[config.mk]
export PLATFORM = sky130hd
export DESIGN_NAME = mc_bank_sched
export DESIGN_NICKNAME = d
export VERILOG_FILES = /design/src/rtl/mc_bank_sched.sv
export SDC_FILE = /design/constraint.sdc
export NUM_CORES = 1
export LEC_CHECK = 0
export BUFFER_PORTS_ARGS = -buffer_cell sky130_fd_sc_hd__buf_2
export CORE_MARGIN = 2
export CORE_UTILIZATION = 52
export CTS_CLUSTER_DIAMETER = 60
export DETAILED_ROUTE_END_ITERATION = 16
export GPL_ROUTABILITY_DRIVEN = 0
export PLACE_DENSITY = 0.78
export SETUP_SLACK_MARGIN = 0.5
export SLEW_MARGIN = 5
export SYNTH_ARGS = -nofsm -noshare
export SYNTH_HDL_FRONTEND = slang
export SYNTH_SLANG_ARGS = --single-unit
[constraint.sdc]
create_clock -name clk -period 2.15 [get_ports clk]
set_clock_uncertainty 0.1 [all_clocks]
set_input_delay 0.43 -clock clk [delete_from_list [all_inputs] [get_ports clk]]
set_output_delay 0.43 -clock clk [all_outputs]
set_load 0.02 [all_outputs]
[src/rtl/mc_bank_sched.sv]
// mc_bank_sched: PRECHARGE/ACTIVATE sequencer for one SDRAM chip select.
// Opens the requested bank/row through the open-bank tracker while honouring
// tRP, tRCD and tRAS, and closes every bank ahead of a refresh.
// Optional close-page policy: define MC_BANK_SCHED_CLOSE_PAGE_EN to precharge
// the bank after every grant; undefined keeps banks open (open-page policy).
module mc_bank_sched #(
   parameter int unsigned TRP  = 3,
   parameter int unsigned TRCD = 3,
   parameter int unsigned TRAS = 6
) (
   input  logic        clk,
   input  logic        rst,
   input  logic        req,
   input  logic [1:0]  req_bank,
   input  logic [12:0] req_row,
   output logic        ack,
   input  logic        rfr_req,
   output logic        rfr_ack,
   output logic [1:0]  bank_adr,
   output logic [12:0] row_adr,
   output logic        bank_set,
   output logic        bank_clr,
   output logic        bank_clr_all,
   input  logic        bank_open,
   input  logic        row_same,
   input  logic        any_bank_open,
   output logic        cmd_valid,
   output logic [1:0]  cmd
);

   typedef enum logic [3:0] {
      S_IDLE,
      S_CHECK,
      S_PRE,
      S_WAIT_RP,
      S_ACT,
      S_WAIT_RCD,
      S_GRANT,
      S_PREALL,
      S_WAIT_RPA,
      S_RFR_DONE
   } state_t;

   localparam logic [1:0] CMD_ACT  = 2'd0;
   localparam logic [1:0] CMD_PRE  = 2'd1;
   localparam logic [1:0] CMD_PREA = 2'd2;

   // Wait timers hold N-1 in the command cycle so the wait state exits on zero.
   localparam logic [3:0] TRP_M1  = 4'(TRP - 1);
   localparam logic [3:0] TRCD_M1 = 4'(TRCD - 1);
   localparam logic [3:0] TRAS_M1 = 4'(TRAS - 1);

   state_t      state_q;
   logic [3:0]  timer_q, timer_d;
   logic [3:0]  tras_q, tras_d;
   logic        tras_ok;
   logic        ack_q, rfr_ack_q;
   logic        bank_set_q, bank_clr_q, bank_clr_all_q;
   logic        cmd_valid_q;
   logic [1:0]  cmd_q;
   logic [1:0]  bank_adr_q;
   logic [12:0] row_adr_q;
`ifdef MC_BANK_SCHED_CLOSE_PAGE_EN
   logic        close_q;
`endif

   assign ack          = ack_q;
   assign rfr_ack      = rfr_ack_q;
   assign bank_set     = bank_set_q;
   assign bank_clr     = bank_clr_q;
   assign bank_clr_all = bank_clr_all_q;
   assign cmd_valid    = cmd_valid_q;
   assign cmd          = cmd_q;
   assign bank_adr     = bank_adr_q;
   assign row_adr      = row_adr_q;

   // Saturating timer/tRAS next values; tras_ok looks one cycle ahead so a
   // registered PRE/PREA strobe lands exactly in the first cycle tRAS is met.
   always_comb begin
      timer_d = (timer_q != '0) ? timer_q - 4'd1 : '0;
      tras_d  = (tras_q != '0) ? tras_q - 4'd1 : '0;
      if (state_q == S_ACT) begin
         tras_d = TRAS_M1;
      end
      tras_ok = (tras_d == '0);
   end

   // Scheduler FSM with registered command strobes and handshakes.
   always_ff @(posedge clk) begin
      if (rst) begin
         state_q        <= S_IDLE;
         timer_q        <= '0;
         tras_q         <= '0;
         ack_q          <= 1'b0;
         rfr_ack_q      <= 1'b0;
         bank_set_q     <= 1'b0;
         bank_clr_q     <= 1'b0;
         bank_clr_all_q <= 1'b0;
         cmd_valid_q    <= 1'b0;
         cmd_q          <= CMD_ACT;
         bank_adr_q     <= '0;
         row_adr_q      <= '0;
`ifdef MC_BANK_SCHED_CLOSE_PAGE_EN
         close_q        <= 1'b0;
`endif
      end else begin
         ack_q          <= 1'b0;
         rfr_ack_q      <= 1'b0;
         bank_set_q     <= 1'b0;
         bank_clr_q     <= 1'b0;
         bank_clr_all_q <= 1'b0;
         cmd_valid_q    <= 1'b0;
         timer_q        <= timer_d;
         tras_q         <= tras_d;

         unique case (state_q)
            S_IDLE: begin
               if (rfr_req) begin
                  if (any_bank_open) begin
                     state_q <= S_PREALL;
                     if (tras_ok) begin
                        bank_clr_all_q <= 1'b1;
                        cmd_valid_q    <= 1'b1;
                        cmd_q          <= CMD_PREA;
                        timer_q        <= TRP_M1;
                     end
                  end else begin
                     state_q   <= S_RFR_DONE;
                     rfr_ack_q <= 1'b1;
                  end
               end else if (req) begin
                  bank_adr_q <= req_bank;
                  row_adr_q  <= req_row;
                  state_q    <= S_CHECK;
               end
            end

            S_CHECK: begin
               if (bank_open && row_same) begin
                  state_q <= S_GRANT;
                  ack_q   <= 1'b1;
               end else if (bank_open) begin
                  state_q <= S_PRE;
                  if (tras_ok) begin
                     bank_clr_q  <= 1'b1;
                     cmd_valid_q <= 1'b1;
                     cmd_q       <= CMD_PRE;
                     timer_q     <= TRP_M1;
                  end
               end else begin
                  state_q     <= S_ACT;
                  bank_set_q  <= 1'b1;
                  cmd_valid_q <= 1'b1;
                  cmd_q       <= CMD_ACT;
                  timer_q     <= TRCD_M1;
               end
            end

            // bank_clr_q high means the PRE strobe is being driven this cycle.
            S_PRE: begin
               if (bank_clr_q) begin
                  state_q <= S_WAIT_RP;
               end else if (tras_ok) begin
                  bank_clr_q  <= 1'b1;
                  cmd_valid_q <= 1'b1;
                  cmd_q       <= CMD_PRE;
                  timer_q     <= TRP_M1;
               end
            end

            S_WAIT_RP: begin
               if (timer_q == '0) begin
`ifdef MC_BANK_SCHED_CLOSE_PAGE_EN
                  if (close_q) begin
                     state_q <= S_IDLE;
                     close_q <= 1'b0;
                  end else begin
                     state_q     <= S_ACT;
                     bank_set_q  <= 1'b1;
                     cmd_valid_q <= 1'b1;
                     cmd_q       <= CMD_ACT;
                     timer_q     <= TRCD_M1;
                  end
`else
                  state_q     <= S_ACT;
                  bank_set_q  <= 1'b1;
                  cmd_valid_q <= 1'b1;
                  cmd_q       <= CMD_ACT;
                  timer_q     <= TRCD_M1;
`endif
               end
            end

            S_ACT: begin
               state_q <= S_WAIT_RCD;
            end

            S_WAIT_RCD: begin
               if (timer_q == '0) begin
                  state_q <= S_GRANT;
                  ack_q   <= 1'b1;
               end
            end

            S_GRANT: begin
`ifdef MC_BANK_SCHED_CLOSE_PAGE_EN
               state_q <= S_PRE;
               close_q <= 1'b1;
               if (tras_ok) begin
                  bank_clr_q  <= 1'b1;
                  cmd_valid_q <= 1'b1;
                  cmd_q       <= CMD_PRE;
                  timer_q     <= TRP_M1;
               end
`else
               state_q <= S_IDLE;
`endif
            end

            // bank_clr_all_q high means the PREA strobe is being driven this cycle.
            S_PREALL: begin
               if (bank_clr_all_q) begin
                  state_q <= S_WAIT_RPA;
               end else if (tras_ok) begin
                  bank_clr_all_q <= 1'b1;
                  cmd_valid_q    <= 1'b1;
                  cmd_q          <= CMD_PREA;
                  timer_q        <= TRP_M1;
               end
            end

            S_WAIT_RPA: begin
               if (timer_q == '0) begin
                  state_q   <= S_RFR_DONE;
                  rfr_ack_q <= 1'b1;
               end
            end

            S_RFR_DONE: begin
               state_q <= S_IDLE;
            end

            default: begin
               state_q <= S_IDLE;
            end
         endcase
      end
   end

endmodule

=== Word level (Yosys, flattened, before mapping) ===
Index checks and enable logic that the tools add are counted.

* Equal/unequal tests: 18
* Mux-type cells: 54
* Bitwise operators: 1
* Reductions and logical operators: 10
* Add/subtract/negate cells: 2

{| class="wikitable"
|+ Operator list
! kind !! number
|-
| two-way mux 4 bit || 19
|-
| case mux 4 bit (8 select lines) || 1
|-
| != test 2 bit (second input constant) || 10
|-
| case mux 4 bit (5 select lines) || 1
|-
| two-way mux 2 bit || 9
|-
| two-way mux 1 bit || 15
|-
| equality test 4 x 3 -> 1 bit (second input constant) || 3
|-
| zero test 4 bit || 3
|-
| case mux 1 bit (2 select lines) || 5
|-
| case mux 2 bit (5 select lines) || 1
|-
| equality test 4 x 2 -> 1 bit (second input constant) || 2
|-
| nonzero test 4 bit || 2
|-
| subtractor 4 x 1 -> 4 bit (second input constant) || 2
|-
| AND reduction 7 bit || 1
|-
| two-way mux 3 bit || 2
|-
| AND reduction 6 bit || 1
|-
| case mux 1 bit (5 select lines) || 1
|-
| nonzero test 5 bit || 1
|-
| equality test 4 x 1 -> 1 bit (second input constant) || 1
|-
| equality test 4 bit (second input constant) || 1
|-
| != test 3 bit (second input constant) || 1
|-
| AND reduction 3 bit || 1
|-
| logical AND 1 bit || 1
|-
| inverter 1 bit || 1
|}

* Word-level logic and storage cells: 97
* Register bits after elaboration: 35

=== Depth between registers and ports, before layout ===
Gate-level depths: netlist of run 1.

* Word-level depth: 8
* Depth in mapped cells: 8

=== Least setup slack after synthesis of run 1 ===
OpenSTA, ideal clock, no wires.

* Kind: register -> register
* Start point: register tras_q[0]
* End point: register timer_q[2]
* Arrival time: 1730 ps
* Data required time: 1924 ps
* Period minus slack after synthesis: 1956 ps
* Path buffers: 1
* Library setup time: 126 ps
* Stages on the path, launching flop included: 9
* Setup slack: 194 ps
* Cell sequence: dfxtp_1 -> inv_1 -> ha_1 -> nand4bb_1 -> a311o_1 -> buf_2 -> o21ba_2 -> a211oi_2 -> nor3_1

* Longest elaborated chain between the ends: 8

{| class="wikitable"
|+ RTL lines
! item !! line !! text
|-
| start: declaration || 55 || <nowiki>logic [3:0] tras_q, tras_d;</nowiki>
|-
| start signal: assignment || 114 || <nowiki>tras_q <= tras_d;</nowiki>
|-
| subtractor 4 x 1 -> 4 bit / nonzero test 4 bit (equally long branches) || 81 || <nowiki>tras_d = (tras_q != '0) ? tras_q - 4'd1 : '0;</nowiki>
|-
| two-way mux 4 bit (*) || 81 ||
|-
| two-way mux 4 bit (*) || 82 || <nowiki>if (state_q == S_ACT) begin</nowiki>
|-
| zero test 4 bit (*) || 85 || <nowiki>tras_ok = (tras_d == '0);</nowiki>
|-
| two-way mux 4 bit (*) || n/a ||
|-
| two-way mux 4 bit (on tied branches) || 142, 119 ||
|-
| two-way mux 4 bit (on tied branches) || 139, 118 ||
|-
| case mux 4 bit (5 select lines) (*) || 116 || <nowiki>unique case (state_q)</nowiki>
|-
| end signal: assignment || 113 || <nowiki>timer_q <= timer_d;</nowiki>
|-
| end: declaration || 54 || <nowiki>logic [3:0] timer_q, timer_d;</nowiki>
|}

Mark *: on every way between the ends. The rest lies on a longest branch, timed or not.
A chain may end at the register's enable or synchronous reset.

=== Worst setup path after layout of run 1 ===
* Start point: register tras_q[0]
* End point: register cmd_q[0] (netlist: cmd[0])

* Longest elaborated chain between the ends: 8

{| class="wikitable"
|+ RTL lines
! item !! line !! text
|-
| subtractor 4 x 1 -> 4 bit / nonzero test 4 bit (equally long branches) || 81 ||
|-
| two-way mux 4 bit (*) || 81 ||
|-
| two-way mux 4 bit (*) || 82 ||
|-
| zero test 4 bit (*) || 85 ||
|-
| two-way mux 2 bit || n/a ||
|-
| two-way mux 2 bit (on tied branches) (2 in a row) || n/a ||
|-
| case mux 2 bit (5 select lines) (*) || n/a ||
|-
| end signal: assignment || 100 || <nowiki>cmd_q <= CMD_ACT;</nowiki>
|-
| end signal: assignment || 124 || <nowiki>cmd_q <= CMD_PREA;</nowiki>
|-
| end signal: assignment || 147 || <nowiki>cmd_q <= CMD_PRE;</nowiki>
|-
| end: declaration || 60 || <nowiki>logic [1:0] cmd_q;</nowiki>
|}

Mark *: on every way between the ends. The rest lies on a longest branch, timed or not. The select of a mux whose other input is x is not followed.

==> flow_summary.json, run 1 <==
{
  "synth_ff_type": "dfxtp_1",
  "r2r_cells": 7,
  "nFillCells": 254,
  "synth_enable_flop_cells": 0,
  "endpoint_kind": "flop",
  "ios": 45,
  "relSlewSlack": 0.7616,
  "hold_start": "req_row[12]",
  "hold_slack_ns": 0.2025,
  "clock_path_buffers": 2,
  "syn_inst": 222,
  "core_mm2": 0.003311,
  "grt_pass1_vias": 1717,
  "fp.dieW_um": 62.50,
  "setup_viol": 0,
  "io_buffer_count": 44,
  "multi_input_area_mm2": 0.001094,
  "nets": 315,
  "worstPathMaxFanout": 6,
  "busiest_layer": "met2",
  "seq_area_frac_synth": 0.3938,
  "r2r-start": "tras_q[0]$_SDFF_PP0_",
  "grt-ovfl-total": 0,
  "hold_depth": 3,
  "cts.sinks": 35,
  "wl_per_cell_um": 14.63,
  "status": "finished clean",
  "fmax_mhz": 496.5,
  "synth_area_leaders": "dfxtp_1 39%, a21oi_1 8.4%, nand2_1 8.2%, nor3_1 3.9%, ha_1 2.8%",
  "avgViaCountPerCell": 5.688,
  "antenna_left": 0,
  "drtIter0Drc": 123,
  "rr_endpoint": "cmd[0]$_SDFFE_PP0P_",
  "startpoint_type": "flop",
  "clk_pin_slew_worst_paths_ns": 0.11,
  "row_count": 21,
  "fp.dieH_um": 62.50,
  "grt_max_degree": 30,
  "setup_slack_ns": 0.1357,
  "drive_above_1_share": 0.4103,
  "yosysMostFrequentCell": "nand2_1",
  "dieArea_mm2": 0.003906,
  "synthTopCellsByCount": "39 x nand2_1, 35 x dfxtp_1, 30 x a21oi_1",
  "worstPathArrival_ns": 2.20,
  "layout_worst_path_cycle_share": 0.9369,
  "start_util": 0.5374,
  "rrSetupSlack_ns": 0.14,
  "synth_top_area_frac": 0.3938,
  "vias": 1911,
  "ys_seq_elements": 35,
  "insertion_delay_ns": 0.35,
  "hold_viol_final": 0,
  "met2_usage": 0.3938,
  "rsz0062_at_grt": "true",
  "whs_endpoint": "row_adr[12]$_SDFFE_PP0P_",
  "ys_async_sr_fraction": 0,
  "powerDensity_mw_per_mm2": 1494,
  "worstPathRequired_ns": 2.34,
  "slew_violations": 0,
  "layout_min_cycle_time_ns": 2.014,
  "area_growth_pct": 39.03,
  "p_leak_nw": 1.049,
  "antenna_cells": 0,
  "synth_cell_types": 53,
  "worst_slew_pin_slew_ns": 0.3539,
  "tns_ns": 0,
  "worstHoldPathType": "in -> reg",
  "wirelength_um": 4917,
  "cts_root_buf": "clkbuf_4",
  "cts_max_level": 2,
  "use_met1": 0.3129,
  "seqCellArea_um2": 716.9,
  "post-place-ws_ns": 0.1104,
  "grt_pass1_wl_um": 7879,
  "syn_area_per_cell_um2": 8.014,
  "grtUsageTotal": 0.2514,
  "dr.pass1.iters": 4,
  "mappedNetlistArea_mm2": 0.001779,
  "crit_type": "reg -> reg",
  "syn_nets": 248,
  "yosys_warnings": 0,
  "tritoncts": "built",
  "hpwl_um": 2776,
  "synth_top_area_cell": "dfxtp_1",
  "ir_drop_v": 0.001007,
  "gr-usage-met3": 0.07027,
  "cts_made_buffers": 5,
  "drc": 0,
  "antenna_found_initial": 0,
  "hold_buffers": 0,
  "drv_cap": 0
}
[placed cells by master (no fill, tap or decap), types with 4 or more instances in the layout]
cell type   n
inv_2       4
inv_1       6
dfxtp_2     4
or3_1       6
nor3_1     11
buf_4      23
a31oi_1     4
a21oi_1    28
buf_2      45
o21ai_0     4
nand2_1    35
nor2_1      9
clkbuf_4    5
dfxtp_1    28
[timing repair]
| action | 4_1_cts | 5_1_grt |
|---|---|---|
| cloned | 1 | 0 |
| setup buffers | 16 | 7 |
| resized for setup | 26 | 10 |
| endpoints found under the setup margin | 30 | 31 |
| pin swaps | 13 | 10 |
[layer usage]
| layer | share of wire | wire length, µm |
|---|---|---|
| met1 | 0.42 | 2084 |
| met2 | 0.47 | 2291 |
| met3 | 0.074 | 365 |
| met4 | 0.036 | 175 |
| met5 | 0 | 0 |
[state kept, by name (all words and copies together), names as in the netlist]
| name | count |
|---|---|
| rfr_ack | 1 |
| bank_set | 1 |
| bank_clr | 1 |
| timer_q | 4 |
| cmd_valid | 1 |
| row_adr | 13 |
| bank_adr | 2 |
| bank_clr_all | 1 |
| cmd | 2 |
| ack | 1 |
| tras_q | 4 |
| state_q | 4 |
[where the power goes]
| part | internal (mW) | leakage, nW | switching, mW |
|---|---|---|---|
| clock network | 0.244 | 0.0452 | 0.231 |
| logic | 1.09 | 0.715 | 1.15 |
| registers | 0.827 | 0.289 | 0.153 |
| total | 2.17 | 1.05 | 1.53 |
[worst max path at each step]
stage | cells after the start | end | from | slack [ns]
floorplan | 7 | cmd[1]$_SDFFE_PP0P_ | timer_q[1]$_SDFF_PP0_ | 0.27
global placement | 7 | timer_q[3]$_SDFF_PP0_ | tras_q[0]$_SDFF_PP0_ | 0.17
detailed placement | 7 | cmd[0]$_SDFFE_PP0P_ | timer_q[1]$_SDFF_PP0_ | 0.11
CTS | 7 | cmd[1]$_SDFFE_PP0P_ | tras_q[0]$_SDFF_PP0_ | 0.19
global route | 7 | cmd[0]$_SDFFE_PP0P_ | timer_q[0]$_SDFF_PP0_ | 0.06
finish | 7 | cmd[0]$_SDFFE_PP0P_ | tras_q[0]$_SDFF_PP0_ | 0.14
[kinds of logic (layout without fill, tap and decap cells)]
group,Yosys count,in the layout,share of synthesized area
AND/OR/NAND/NOR,98,98,0.2940
AO/OA/AOI/OAI,58,58,0.2060
flip-flops,35,35,0.3938
buffers and inverters,24,92,0.06189
adder cells (fa/ha/maj),5,5,0.03376
XOR/XNOR,1,1,0.004924
multiplexers,1,1,0.005626
[per-stage QoR]
stage / util / area (µm²) / power (mW) / cells
floorplan: - / 1839 / 2.218 / 222
global placement: 0.6228 / 2062 / 2.442 / 304
detailed placement: 0.6228 / 2062 / 2.474 / 304
CTS: 0.7203 / 2385 / 3.461 / 329
global route: 0.7472 / 2474 / 3.932 / 336
finish: 0.7472 / 2474 / 3.695 / 336
[final cells by class]
class                      count  share of cell area
clock buffer                   5             0.01517
clock inverter                 3             0.01770
inverter                      10             0.01517
multi-input combinational    163              0.4421
sequential                    35              0.2898
tap                           46             0.02327
timing repair buffer          74              0.1968
[critical path, cell delays in order, from the launching register on]
cell and delay, ns:
dfxtp_2 0.35, inv_2 0.05, ha_4 0.26, nand4bb_1 0.09
a311o_2 0.43, buf_12 0.15, or3_1 0.36, a31oi_1 0.15
Note: power is estimated with default switching activity, not from simulation.
==> run 2, diff against run 1 <==
--- a/config.mk
+++ b/config.mk
@@ -12,6 +12,7 @@
 export DETAILED_ROUTE_END_ITERATION = 16
 export GPL_ROUTABILITY_DRIVEN = 0
 export PLACE_DENSITY = 0.78
+export RECOVER_POWER = 50
 export SETUP_SLACK_MARGIN = 0.5
 export SLEW_MARGIN = 5
 export SYNTH_ARGS = -nofsm -noshare
==> flow_summary.json, run 2 (synthesis results as in run 1) <==
{
  "status": "finished clean",
  "worstPathRequired_ns": 2.34,
  "io_buffer_count": 44,
  "fmax_mhz": 496.9,
  "crit_type": "reg -> reg",
  "nets": 315,
  "grt_pass1_vias": 1717,
  "drtIter0Drc": 152,
  "grt_pass1_wl_um": 7879,
  "core_mm2": 0.003311,
  "layout_min_cycle_time_ns": 2.013,
  "layout_worst_path_cycle_share": 0.9361,
  "powerDensity_mw_per_mm2": 1501,
  "critical_path.max_stage_delay_ns": 0.43,
  "largest_register_ffs": 13,
  "crit_slowest_cell": "a311o_2",
  "worstSetupEndpoint": "cmd[0]$_SDFFE_PP0P_",
  "setup_viol": 0,
  "area_growth_pct": 36.15,
  "grt_max_degree": 30,
  "antenna_cells": 0,
  "ir_drop_v": 0.001006,
  "p_total_mw": 3.637,
  "fin_cells": 336,
  "startpoint_type": "flop",
  "antenna_left": 0,
  "cts_max_level": 2,
  "hold_slack_ns": 0.1995,
  "fp.dieH_um": 62.50,
  "worst_slew_pin_slew_ns": 0.3651,
  "cts_made_buffers": 5,
  "worstHoldPathType": "in -> reg",
  "row_count": 21,
  "tns_ns": 0,
  "relSlewSlack": 0.7547,
  "fp.dieW_um": 62.50,
  "critPathLaunch": "tras_q[0]$_SDFF_PP0_",
  "slew_violations": 0,
  "dieArea_mm2": 0.003906,
  "r2r-start": "tras_q[0]$_SDFF_PP0_",
  "rrSetupSlack_ns": 0.14,
  "ios": 45,
  "rr_endpoint": "cmd[0]$_SDFFE_PP0P_",
  "hpwl_um": 2776,
  "start_util": 0.5374,
  "p_leak_nw": 0.9408,
  "avgViaCountPerCell": 5.738,
  "worstPathMaxFanout": 6,
  "final_cell_mix": "35 x nand2_1, 29 x dfxtp_1, 28 x a21oi_1, 24 x clkbuf_1, 22 x buf_2",
  "grt-ovfl-total": 0,
  "grtUsageTotal": 0.2514,
  "drive_above_1_share": 0.3138,
  "hold_viol_final": 0,
  "path_cells": "inv_2 -> ha_4 -> nand4bb_1 -> a311o_2 -> buf_12 -> or3_1 -> a31oi_1",
  "drc": 0,
  "tritoncts": "built",
  "cts.sinks": 35,
  "r2r_cells": 7,
  "drv_cap": 0,
  "cts_root_buf": "clkbuf_4",
  "worstPathArrival_ns": 2.20,
  "vias": 1928,
  "antenna_found_initial": 0,
  "endpoint_kind": "flop",
  "dr.pass1.iters": 5,
  "dp.cells": 304,
  "clk_pin_slew_worst_paths_ns": 0.11,
  "wirelength_um": 4925,
  "final_common_cell": "nand2_1",
  "rsz0062_at_grt": "true",
  "wl_per_cell_um": 14.66,
  "insertion_delay_ns": 0.35,
  "clock_path_buffers": 2
}
[run 2: critical path, delay by kind of cell, from the launching register on]
family | cells | cell delay, ns
AO/OA/AOI/OAI | 2 | 0.58
adder cells (fa/ha/maj) | 1 | 0.26
buffers and inverters | 2 | 0.20
flip-flops | 1 | 0.35
AND/OR/NAND/NOR | 2 | 0.45
[run 2: layer usage]
layer,GRT usage,part of all wire,vias up
li1,-,-,917
met1,0.3129,0.40,867
met2,0.3938,0.47,113
met3,0.07027,0.083,31
met4,0.1361,0.045,0
met5,0,0,-
[run 2: area by class of cell]
| type | instances | area [µm²] |
|---|---|---|
| Tap cell | 46 | 57.56 |
| Sequential cell | 35 | 713.2 |
| Multi-Input combinational cell | 163 | 1079 |
| Clock inverter | 3 | 43.79 |
| Fill cell | 272 | 888.4 |
| Timing Repair Buffer | 74 | 454.2 |
| Inverter | 10 | 37.54 |
| Clock buffer | 5 | 37.54 |
[run 2: what timing repair did]
action | in CTS | in global routing
gates resized for setup | 26 | 10
endpoints found under the setup margin | 30 | 31
gates cloned | 1 | 0
pin swaps | 13 | 10
buffers inserted | 16 | 7
hold buffers | 0 | 0
[run 2: stage by stage]
stage / setup WS [ns] / area (µm²) / util
2_1_floorplan: 0.2673 / 1839 / -
3_3_place_gp: 0.1750 / 2062 / 0.6228
3_5_place_dp: 0.1104 / 2062 / 0.6228
4_1_cts: 0.1858 / 2385 / 0.7203
5_1_grt: 0.05613 / 2422 / 0.7317
6_report: 0.1374 / 2422 / 0.7317
[run 2: worst min-delay path by stage]
stage,to,start,depth (start not counted)
after floorplan,timer_q[0]$_SDFF_PP0_,timer_q[0]$_SDFF_PP0_,1
after global placement,timer_q[0]$_SDFF_PP0_,timer_q[0]$_SDFF_PP0_,1
after detailed placement,timer_q[0]$_SDFF_PP0_,timer_q[0]$_SDFF_PP0_,1
after CTS,row_adr[10]$_SDFFE_PP0P_,req_row[10],3
after global routing,row_adr[9]$_SDFFE_PP0P_,req_row[9],3
final,row_adr[12]$_SDFFE_PP0P_,req_row[12],3
[run 2: report_power, final]
group	switching [mW]	total [mW]	internal, mW
Combinational	1.14	2.19	1.05
Clock	0.232	0.476	0.244
Sequential	0.147	0.969	0.822
Total	1.52	3.64	2.11
==> run 3, diff against run 2 <==
--- a/config.mk
+++ b/config.mk
@@ -5,13 +5,14 @@
 export SDC_FILE = /design/constraint.sdc
 export NUM_CORES = 1
 export LEC_CHECK = 0
+export ABC_AREA = 1
 export BUFFER_PORTS_ARGS = -buffer_cell sky130_fd_sc_hd__buf_2
 export CORE_MARGIN = 2
 export CORE_UTILIZATION = 52
 export CTS_CLUSTER_DIAMETER = 60
 export DETAILED_ROUTE_END_ITERATION = 16
 export GPL_ROUTABILITY_DRIVEN = 0
-export PLACE_DENSITY = 0.78
+export PLACE_DENSITY = 0.79
 export RECOVER_POWER = 50
 export SETUP_SLACK_MARGIN = 0.5
 export SLEW_MARGIN = 5
==> flow_summary.json, run 3 <==
{
  "synth_enable_flop_cells": 0,
  "seqCellArea_um2": 709.4,
  "syn_inst": 250,
  "hold_viol_final": 0,
  "crit_type": "reg -> reg",
  "wl_met3_um": 212,
  "powerDensity_mw_per_mm2": 1557,
  "wirelength_um": 3984,
  "yosysMostFrequentCell": "nor2_1",
  "layout_min_cycle_time_ns": 1.786,
  "start_util": 0.5560,
  "drive_above_1_share": 0.2745,
  "grt_max_degree": 22,
  "syn_area_per_cell_um2": 6.957,
  "synth_top_area_frac": 0.4029,
  "p_leak_nw": 1.079,
  "slew_violations": 0,
  "endpoint_kind": "flop",
  "insertion_delay_ns": 0.35,
  "antenna_found_initial": 0,
  "multi_input_area_um2": 928.4,
  "worstPathRequired_ns": 2.30,
  "relSlewSlack": 0.6427,
  "synth_ff_type": "dfxtp_1",
  "synth_area_leaders": "dfxtp_1 40%, nor2_1 11%, nand2_1 8.8%, inv_1 5.8%, o21ai_0 5.5%",
  "p_total_mw": 3.375,
  "worstPathArrival_ns": 1.93,
  "cts.sinks": 35,
  "fmax_mhz": 559.8,
  "top_layer_used": "met4",
  "nFillCells": 302,
  "ys_async_sr_fraction": 0,
  "final_common_cell": "nor2_1",
  "hold_slack_ns": 0.1934,
  "ir_drop_v": 0.001096,
  "tns_ns": 0,
  "grt-ovfl-total": 0,
  "status": "finished clean",
  "antenna_cells": 0,
  "io_buffer_count": 44,
  "final_cell_mix": "51 x nor2_1, 38 x nand2_1, 30 x dfxtp_1, 22 x buf_2, 22 x clkbuf_1",
  "mappedNetlistArea_mm2": 0.001739,
  "grt_pass1_vias": 1471,
  "vias": 1715,
  "seq_area_frac_synth": 0.4029,
  "drc": 0,
  "cts_made_buffers": 5,
  "fp.dieW_um": 61.83,
  "drtIter0Drc": 73,
  "dpl-instance-area_mm2": 0.001998,
  "drv_cap": 0,
  "avgViaCountPerCell": 4.900,
  "largest_register_ffs": 13,
  "worstHoldPathType": "in -> reg",
  "cts_root_buf": "clkbuf_4",
  "hold_buffers": 0,
  "area_growth_pct": 24.60,
  "layout_worst_path_cycle_share": 0.8308,
  "row_count": 20,
  "antenna_left": 0,
  "clock_path_buffers": 2,
  "setup_viol": 0,
  "core_mm2": 0.003128,
  "worst_slew_pin_slew_ns": 0.5353,
  "dieArea_mm2": 0.003823,
  "ys_seq_elements": 35,
  "fin_area_mm2": 0.002167,
  "clk_pin_slew_worst_paths_ns": 0.11,
  "tritoncts": "built",
  "fp.dieH_um": 61.83,
  "ios": 45,
  "worstPathMaxFanout": 4,
  "cts_max_level": 2,
  "syn_nets": 276,
  "yosys_warnings": 0,
  "startpoint_type": "flop",
  "nets": 331,
  "wl_per_cell_um": 11.38,
  "met1Wirelength_um": 1747,
  "synth_cell_types": 26,
  "route.met2.wl_um": 1985,
  "synthTopCellsByCount": "53 x nor2_1, 41 x nand2_1, 35 x dfxtp_1",
  "synth_top_area_cell": "dfxtp_1",
  "rsz0062_at_grt": "true",
  "grtUsageTotal": 0.2228,
  "grt_pass1_wl_um": 6279,
  "dr.pass1.iters": 4,
  "hpwl_um": 2703
}
[run 3: cell count changes after synthesis, moves of 13 or more]
cell | before | now
nand3_1 | 2 | 17
nor2_1 | 9 | 53
inv_1 | 10 | 27
a21oi_1 | 30 | 13
o21ai_0 | 5 | 19
nor3_1 | 14 | 1
[run 3: final timing paths]
kind	startpoint	endpoint	slack, ns	cells past startpoint
setup / recovery	tras_q[1]$_SDFF_PP0_	timer_q[1]$_SDFF_PP0_	0.36	10
hold / removal	req_row[7]	row_adr[7]$_SDFFE_PP0P_	0.19	3
setup reg to reg	tras_q[1]$_SDFF_PP0_	timer_q[1]$_SDFF_PP0_	0.36	10
hold reg to reg	state_q[2]$_SDFFE_PP0P_	state_q[2]$_SDFFE_PP0P_	0.38	2
[run 3: worst max-delay path: stages (launching register included)]
cell and delay (ns):
dfxtp_1 0.37, inv_2 0.07, ha_1 0.17, nand2_1 0.15, nand2_1 0.09, nor2_1 0.23, inv_1 0.14, nand2_2 0.12
o21ai_0 0.08, nand3_1 0.11, nand2_1 0.06
[run 3: area by class of cell]
cell class / instances / area share
multi-input cells: 177 / 0.4284
flip-flops and latches: 35 / 0.3274
repair buffers: 53 / 0.1218
inverters: 33 / 0.05947
well taps: 44 / 0.02540
clock inverters: 3 / 0.02021
clock buffers: 5 / 0.01732
[run 3: per-stage QoR]
stage / cells / utilization / setup slack [ns]
after floorplan: 250 / - / 0.6085
after global placement: 334 / 0.6388 / 0.4733
after detailed placement: 334 / 0.6388 / 0.4635
after CTS: 346 / 0.6872 / 0.4982
after global routing: 350 / 0.6928 / 0.2011
final: 350 / 0.6928 / 0.3637
[run 3: per-layer routing]
metal	GRT usage	up-vias
met2	0.3729	49
met5	0	-
met4	0.06079	0
met3	0.06211	6
li1	-	905
met1	0.2826	755
[run 3: cells by family (layout without fill, tap and decap cells)]
kind of cell | Yosys count | in the layout | share of synthesized area
AOI/OAI and AO/OA | 38 | 38 | 0.1137
xor gates and xnor gates | 1 | 1 | 0.005037
adders and majority gates | 4 | 4 | 0.02878
buffers and inverters | 38 | 94 | 0.08489
DFF | 35 | 35 | 0.4029
and+or+nand+nor | 134 | 134 | 0.3647
[run 3: power breakdown]
part           switching [mW]  total (mW)  internal [mW]  leakage [nW]
clock                   0.232       0.477          0.245        0.0452
combinational            1.24        1.92          0.678         0.746
sequential              0.127       0.976          0.849         0.289
[run 3: timing repair]
action,in CTS,in global routing
pin swaps,8,9
gates resized for setup,18,19
buffers inserted,4,4
endpoints found under the setup margin,5,27
